$ cat src/rtl/butterfly_cfg.sv
// butterfly_cfg: fully pipelined radix-2 DIT butterfly.
//   yp = xp + W*xq, yq = xp - W*xq, with W or conj(W) selected per sample.
// Latency is MULT_STAGES + 4 cycles, one sample pair accepted per clock, no stalls.
//
// Ports:
//   clk_data                      datapath clock
//   rst                           synchronous active-high reset
//   in_valid                      input sample pair valid
//   inverse                       1 = multiply by conj(W)
//   scale                         1 = extra divide-by-2 on the outputs
//   xp_real/xp_imag               upper input (signed DATA_WIDTH)
//   xq_real/xq_imag               lower input (signed DATA_WIDTH)
//   factor_real/factor_imag       twiddle (signed TW_WIDTH, TW_FRAC fractional bits)
//   ovf_clr                       clears ovf_sticky
//   out_valid                     output valid
//   yp_*/yq_*                     rounded, saturated results
//   ovf                           saturation on the current output sample
//   ovf_sticky                    latched OR of ovf since reset/clear
module butterfly_cfg #(
    parameter int unsigned DATA_WIDTH  = 16,
    parameter int unsigned TW_WIDTH    = 16,
    parameter int unsigned TW_FRAC     = 13,
    parameter int unsigned MULT_STAGES = 3
) (
    input  logic                         clk_data,
    input  logic                         rst,
    input  logic                         in_valid,
    input  logic                         inverse,
    input  logic                         scale,
    input  logic signed [DATA_WIDTH-1:0] xp_real,
    input  logic signed [DATA_WIDTH-1:0] xp_imag,
    input  logic signed [DATA_WIDTH-1:0] xq_real,
    input  logic signed [DATA_WIDTH-1:0] xq_imag,
    input  logic signed [TW_WIDTH-1:0]   factor_real,
    input  logic signed [TW_WIDTH-1:0]   factor_imag,
    input  logic                         ovf_clr,
    output logic                         out_valid,
    output logic signed [DATA_WIDTH-1:0] yp_real,
    output logic signed [DATA_WIDTH-1:0] yp_imag,
    output logic signed [DATA_WIDTH-1:0] yq_real,
    output logic signed [DATA_WIDTH-1:0] yq_imag,
    output logic                         ovf,
    output logic                         ovf_sticky
);

    localparam int unsigned PW   = DATA_WIDTH + TW_WIDTH;
    localparam int unsigned SW   = PW + 2;
    localparam int unsigned L    = MULT_STAGES + 4;
    localparam int unsigned LAST = MULT_STAGES - 1;

    localparam logic signed [SW-1:0] SAT_MAX =
        {{(SW - DATA_WIDTH + 1){1'b0}}, {(DATA_WIDTH - 1){1'b1}}};
    localparam logic signed [SW-1:0] SAT_MIN =
        {{(SW - DATA_WIDTH + 1){1'b1}}, {(DATA_WIDTH - 1){1'b0}}};
    // Half-LSB rounding offsets for the two possible output shifts.
    localparam logic signed [SW-1:0] BIAS0 = SW'(1) <<< (TW_FRAC - 1);
    localparam logic signed [SW-1:0] BIAS1 = SW'(1) <<< TW_FRAC;

    // Valid shift register; data stages run free and are never reset.
    logic [L-1:0] vld_q;

    always_ff @(posedge clk_data) begin
        if (rst) begin
            vld_q <= '0;
        end else begin
            vld_q <= {vld_q[L-2:0], in_valid};
        end
    end

    assign out_valid = vld_q[L-1];

    // S1: input register
    logic signed [DATA_WIDTH-1:0] s1_xp_re_q, s1_xp_im_q, s1_xq_re_q, s1_xq_im_q;
    logic signed [TW_WIDTH-1:0]   s1_w_re_q, s1_w_im_q;
    logic                         s1_inv_q, s1_scl_q;

    always_ff @(posedge clk_data) begin
        s1_xp_re_q <= xp_real;
        s1_xp_im_q <= xp_imag;
        s1_xq_re_q <= xq_real;
        s1_xq_im_q <= xq_imag;
        s1_w_re_q  <= factor_real;
        s1_w_im_q  <= factor_imag;
        s1_inv_q   <= inverse;
        s1_scl_q   <= scale;
    end

    // Multiplier pipeline: products at full width, so (-2^(TW-1))^2 cases fit.
    logic signed [PW-1:0] ar_ext, ai_ext, wr_ext, wi_ext;
    assign ar_ext = PW'(s1_xq_re_q);
    assign ai_ext = PW'(s1_xq_im_q);
    assign wr_ext = PW'(s1_w_re_q);
    assign wi_ext = PW'(s1_w_im_q);

    logic signed [PW-1:0]         p_rr_q [MULT_STAGES];
    logic signed [PW-1:0]         p_ii_q [MULT_STAGES];
    logic signed [PW-1:0]         p_ri_q [MULT_STAGES];
    logic signed [PW-1:0]         p_ir_q [MULT_STAGES];
    logic signed [DATA_WIDTH-1:0] m_xp_re_q [MULT_STAGES];
    logic signed [DATA_WIDTH-1:0] m_xp_im_q [MULT_STAGES];
    logic [MULT_STAGES-1:0]       m_inv_q, m_scl_q;

    always_ff @(posedge clk_data) begin
        p_rr_q[0]    <= ar_ext * wr_ext;
        p_ii_q[0]    <= ai_ext * wi_ext;
        p_ri_q[0]    <= ar_ext * wi_ext;
        p_ir_q[0]    <= ai_ext * wr_ext;
        m_xp_re_q[0] <= s1_xp_re_q;
        m_xp_im_q[0] <= s1_xp_im_q;
        m_inv_q[0]   <= s1_inv_q;
        m_scl_q[0]   <= s1_scl_q;
        for (int i = 1; i < int'(MULT_STAGES); i++) begin
            p_rr_q[i]    <= p_rr_q[i-1];
            p_ii_q[i]    <= p_ii_q[i-1];
            p_ri_q[i]    <= p_ri_q[i-1];
            p_ir_q[i]    <= p_ir_q[i-1];
            m_xp_re_q[i] <= m_xp_re_q[i-1];
            m_xp_im_q[i] <= m_xp_im_q[i-1];
            m_inv_q[i]   <= m_inv_q[i-1];
            m_scl_q[i]   <= m_scl_q[i-1];
        end
    end

    // Complex combine; inverse uses conj(W), flipping the sign of every wi term.
    logic signed [SW-1:0] rr, ii, ri, ir, c_re_d, c_im_d;
    assign rr = SW'(p_rr_q[LAST]);
    assign ii = SW'(p_ii_q[LAST]);
    assign ri = SW'(p_ri_q[LAST]);
    assign ir = SW'(p_ir_q[LAST]);

    always_comb begin
        c_re_d = rr - ii;
        c_im_d = ri + ir;
        if (m_inv_q[LAST]) begin
            c_re_d = rr + ii;
            c_im_d = ir - ri;
        end
    end

    logic signed [SW-1:0]         c_re_q, c_im_q;
    logic signed [DATA_WIDTH-1:0] c_xp_re_q, c_xp_im_q;
    logic                         c_scl_q;

    always_ff @(posedge clk_data) begin
        c_re_q    <= c_re_d;
        c_im_q    <= c_im_d;
        c_xp_re_q <= m_xp_re_q[LAST];
        c_xp_im_q <= m_xp_im_q[LAST];
        c_scl_q   <= m_scl_q[LAST];
    end

    // Add/sub: xp brought to the product's binary point.
    logic signed [SW-1:0] xp_sh_re, xp_sh_im;
    assign xp_sh_re = SW'(c_xp_re_q) <<< TW_FRAC;
    assign xp_sh_im = SW'(c_xp_im_q) <<< TW_FRAC;

    logic signed [SW-1:0] a_p_re_q, a_p_im_q, a_q_re_q, a_q_im_q;
    logic                 a_scl_q;

    always_ff @(posedge clk_data) begin
        a_p_re_q <= xp_sh_re + c_re_q;
        a_p_im_q <= xp_sh_im + c_im_q;
        a_q_re_q <= xp_sh_re - c_re_q;
        a_q_im_q <= xp_sh_im - c_im_q;
        a_scl_q  <= c_scl_q;
    end

    // Round half toward +inf, then clamp. MSB of the result is the clamp flag.
    function automatic logic [DATA_WIDTH:0] rnd_sat(input logic signed [SW-1:0] v,
                                                    input logic scl);
        logic signed [SW-1:0] r;
        r = scl ? ((v + BIAS1) >>> (TW_FRAC + 1)) : ((v + BIAS0) >>> TW_FRAC);
        if (r > SAT_MAX) begin
            rnd_sat = {1'b1, SAT_MAX[DATA_WIDTH-1:0]};
        end else if (r < SAT_MIN) begin
            rnd_sat = {1'b1, SAT_MIN[DATA_WIDTH-1:0]};
        end else begin
            rnd_sat = {1'b0, r[DATA_WIDTH-1:0]};
        end
    endfunction

    logic [DATA_WIDTH:0] rs_p_re, rs_p_im, rs_q_re, rs_q_im;
    logic                sat_any;

    always_comb begin
        rs_p_re = rnd_sat(a_p_re_q, a_scl_q);
        rs_p_im = rnd_sat(a_p_im_q, a_scl_q);
        rs_q_re = rnd_sat(a_q_re_q, a_scl_q);
        rs_q_im = rnd_sat(a_q_im_q, a_scl_q);
        sat_any = rs_p_re[DATA_WIDTH] | rs_p_im[DATA_WIDTH] |
                  rs_q_re[DATA_WIDTH] | rs_q_im[DATA_WIDTH];
    end

    // Output register: data holds across bubbles, ovf only reported with valid.
    always_ff @(posedge clk_data) begin
        if (rst) begin
            yp_real    <= '0;
            yp_imag    <= '0;
            yq_real    <= '0;
            yq_imag    <= '0;
            ovf        <= 1'b0;
            ovf_sticky <= 1'b0;
        end else begin
            if (vld_q[L-2]) begin
                yp_real <= rs_p_re[DATA_WIDTH-1:0];
                yp_imag <= rs_p_im[DATA_WIDTH-1:0];
                yq_real <= rs_q_re[DATA_WIDTH-1:0];
                yq_imag <= rs_q_im[DATA_WIDTH-1:0];
                ovf     <= sat_any;
            end else begin
                ovf     <= 1'b0;
            end
            // Set has priority over clear.
            ovf_sticky <= (vld_q[L-2] & sat_any) | (ovf_sticky & ~ovf_clr);
        end
    end

endmodule

$ cat config.mk
export PLATFORM = sky130hd
export DESIGN_NAME = butterfly_cfg
export DESIGN_NICKNAME = d
export VERILOG_FILES = /design/src/rtl/butterfly_cfg.sv
export SDC_FILE = /design/constraint.sdc
export NUM_CORES = 2
export LEC_CHECK = 0
export ABC_AREA = 1
export BUFFER_PORTS_ARGS = -buffer_cell sky130_fd_sc_hd__buf_4
export CORE_MARGIN = 5
export CORE_UTILIZATION = 35
export DETAILED_ROUTE_END_ITERATION = 10
export HOLD_SLACK_MARGIN = 0.1
export PLACE_DENSITY_LB_ADDON = 0.25
export RECOVER_POWER = 25
export SLEW_MARGIN = 20
export SYNTH_ARGS = -nofsm -noshare
export SYNTH_HDL_FRONTEND = slang
export SYNTH_SLANG_ARGS = --single-unit
$ cat constraint.sdc
create_clock -name clk_data -period 10.1 [get_ports clk_data]
set_clock_uncertainty 0.2 [all_clocks]
set_input_delay 1.01 -clock clk_data [delete_from_list [all_inputs] [get_ports clk_data]]
set_output_delay 1.01 -clock clk_data [all_outputs]
set_load 0.01 [all_outputs]
==> flow_summary.ini <==
[layout]
final_common_cell = inv_1
drive_above_1_share_pct = 5.91
area_delta_synth_final_pct = 11.4
layout.nets = 10300
most-common-layout-cells = inv_1, nand2_1, fa_1
n_antenna_cell = 0
layout.cells.non_filler = 11400

[die]
rows = 166
core_mm2 = 0.204
fp.dieW_um = 462
die_h_um = 462
die-area_mm2 = 0.214
start_util_pct = 35.1
io-pin-count = 169

[clock_tree]
htreeDepth = 3
postCtsSetupRepairBufs = 0
cts_root_buffer = clkbuf_16
cts.sinks = 845
numCtsBuffers = 98
worstSkewPairLatency_ns = 0.73
cts_buffer_depth = 3
ctsResizeCount = 0
clkTransAtPathRegs_ns = 0.06
cts_hold_buf = 41
tritoncts = done

[sta]
slew_violations = 0
hold_viol = 0
max_clock_freq_mhz = 144
fin_ws_ns = 3.16
grt_setup_unrepaired = false
post-route-period-util_pct = 68.7
setup_viol = 0
finalCriticalPeriod_ns = 6.94
tns_ns = 0
slew_headroom_pct = 22.2
timing.hold.ws_ns = 0.113
worst_pin_slew_ns = 1.16

[worst_setup_path]
cp-startpoint = s1_w_re_q[7]
critPathLaunchType = register
worst_ep_arrival_time_ns = 7.36
required_ns = 10.52
rr_worst_depth = 18
crit_fanout = 17
crit_end = p_ir_q[0][29]
timing.rr.end = p_ir_q[0][29]
worst_setup_path_end_kind = register
ff2ff_setup_slack_ns = 3.16
r2r-start = s1_w_re_q[7]
criticalPathCategory = register to register

[global_routing]
grt_use_total_pct = 18.1
grt.busiest_layer = met2
grt_max_degree = 79
overflow = 0
grt_use_met2_pct = 30.2
grt_pass1_vias = 56600
antenna_found_initial = 4
use_met3_pct = 2.85
grt_pass1_wl_um = 311000
grtUsageMet1_pct = 24.8

[routing]
post_drt_via_cell_ratio = 4.68
num_vias = 53400
wl_per_cell_um = 16.9
drc = 0
first_pass_iters = 6
wirelength_um = 193000
antenna_left = 0
drt_iter0_markers = 3372

[logic_synthesis]
synth_edf_count = 0
synth-seq-cells = 845
synth_area_leaders = fa_1, dfxtp_1, inv_1, nand2_1, ha_1
yosysSeqAreaShare_pct = 23.6
synthesis.area_mm2 = 0.0716
synthFlopType = dfxtp_1
synth_area_leader_cell = fa_1
synth_cells = 8535
synth.distinct_cells = 61
ys_warn_count = 0
async_flop_share_pct = 0
yosysTopAreaCellShare_pct = 29.4
syn_avg_cell_area_um2 = 8.39
syn_nets = 10200

[place]
dp_slack_ns = 3.19
place_hpwl_um = 153000
gp_congestion = 0.869
dp_cells = 11200
io_buffer_count = 168

[hold_path]
hold_path_class = register to register

[job]
cap_violations = 0

[outcome]
status = finished clean
[critical path, stage by stage, from the launching register on]
cell      delay (ns)
dfxtp_1         1.05
buf_4           0.40
nand2_1         0.17
fa_1            0.51
inv_1           0.24
fa_1            0.51
fa_1            0.59
fa_1            0.44
fa_1            0.52
fa_1            0.42
ha_1            0.40
nand2_1         0.13
nor4_1          0.43
nand2_1         0.09
o211ai_1        0.30
nand2_1         0.09
nand2_1         0.11
a31oi_1         0.10
xnor2_1         0.13
[per-stage QoR]
stage | area, um^2 | utilization [%]
floorplan | 71600 | -
global route | 79700 | 39.1
global placement | 75700 | 37.1
CTS | 79700 | 39.1
finish | 79700 | 39.1
detailed placement | 75700 | 37.1
[layout make-up]
type	instances	area, um^2
well taps	2688	3360
multi-input cells	5342	45800
fillers	20800	124000
repair buffers	273	2150
clock buffers	119	2670
inverters	2086	7830
clock inverters	64	980
flip-flops and latches	845	16900
[cells by family (layout without fill, tap and decap cells)]
group	count (synthesis)	in the layout	synth area share, %
AND/OR/NAND/NOR	2581	2581	14.8
buffers and inverters	2348	2542	12.4
adder cells (fa/ha/maj)	1534	1534	37.8
flip-flops	845	845	23.6
AO/OA/AOI/OAI	842	842	6.67
XOR/XNOR	385	385	4.71
[synth_stat cells (all sizes together), types with 3 or more instances]
cell     count
nand3      214
nor3        75
nor2       443
nand3b      10
a211oi       5
o31ai       21
o2111ai      3
a21boi      14
nand4       34
o21a        13
xnor2      125
o221ai       3
o211ai      37
or2          9
a31oi       14
dfxtp      845
inv       2086
ha         482
o21bai      19
o21ai      289
and2         3
clkbuf     246
a221oi       4
a21o        28
a21oi      376
nor4        35
xor2       260
nand2     1754
buf         16
o311ai       6
fa        1052
[worst min path at each step]
stage	startpoint	endpoint	slack, ns	depth (start not counted)
2_1_floorplan	c_scl_q	a_scl_q	0.11	0
3_3_place_gp	p_ii_q[0][32]	p_ii_q[0][64]	0.11	0
3_5_place_dp	s1_xp_im_q[2]	m_xp_im_q[0][2]	0.11	0
4_1_cts	p_ii_q[0][57]	p_ii_q[0][89]	0.10	0
5_1_grt	p_ii_q[0][57]	p_ii_q[0][89]	0.11	0
6_report	p_ii_q[0][57]	p_ii_q[0][89]	0.11	0
[metal layers]
| metal | vias up | share of wire [%] |
|---|---|---|
| met5 | - | 0.010 |
| met4 | 2 | 2.3 |
| met3 | 256 | 5.7 |
| met2 | 1414 | 47 |
| met1 | 26200 | 45 |
| li1 | 25600 | - |
[state kept, by name, indices dropped and copies added, names as in the netlist, 22 cells and up]
register / cells
c_im_q: 33
p_rr_q: 96
m_xp_re_q: 48
m_xp_im_q: 48
p_ii_q: 96
p_ir_q: 96
p_ri_q: 96
c_re_q: 33
a_q_im_q: 22
a_p_im_q: 22
a_p_re_q: 22
a_q_re_q: 22
Power is left out: the tool's default activity adds up to more than one toggle a clock period on the data nets, which glitch-free logic cannot reach.
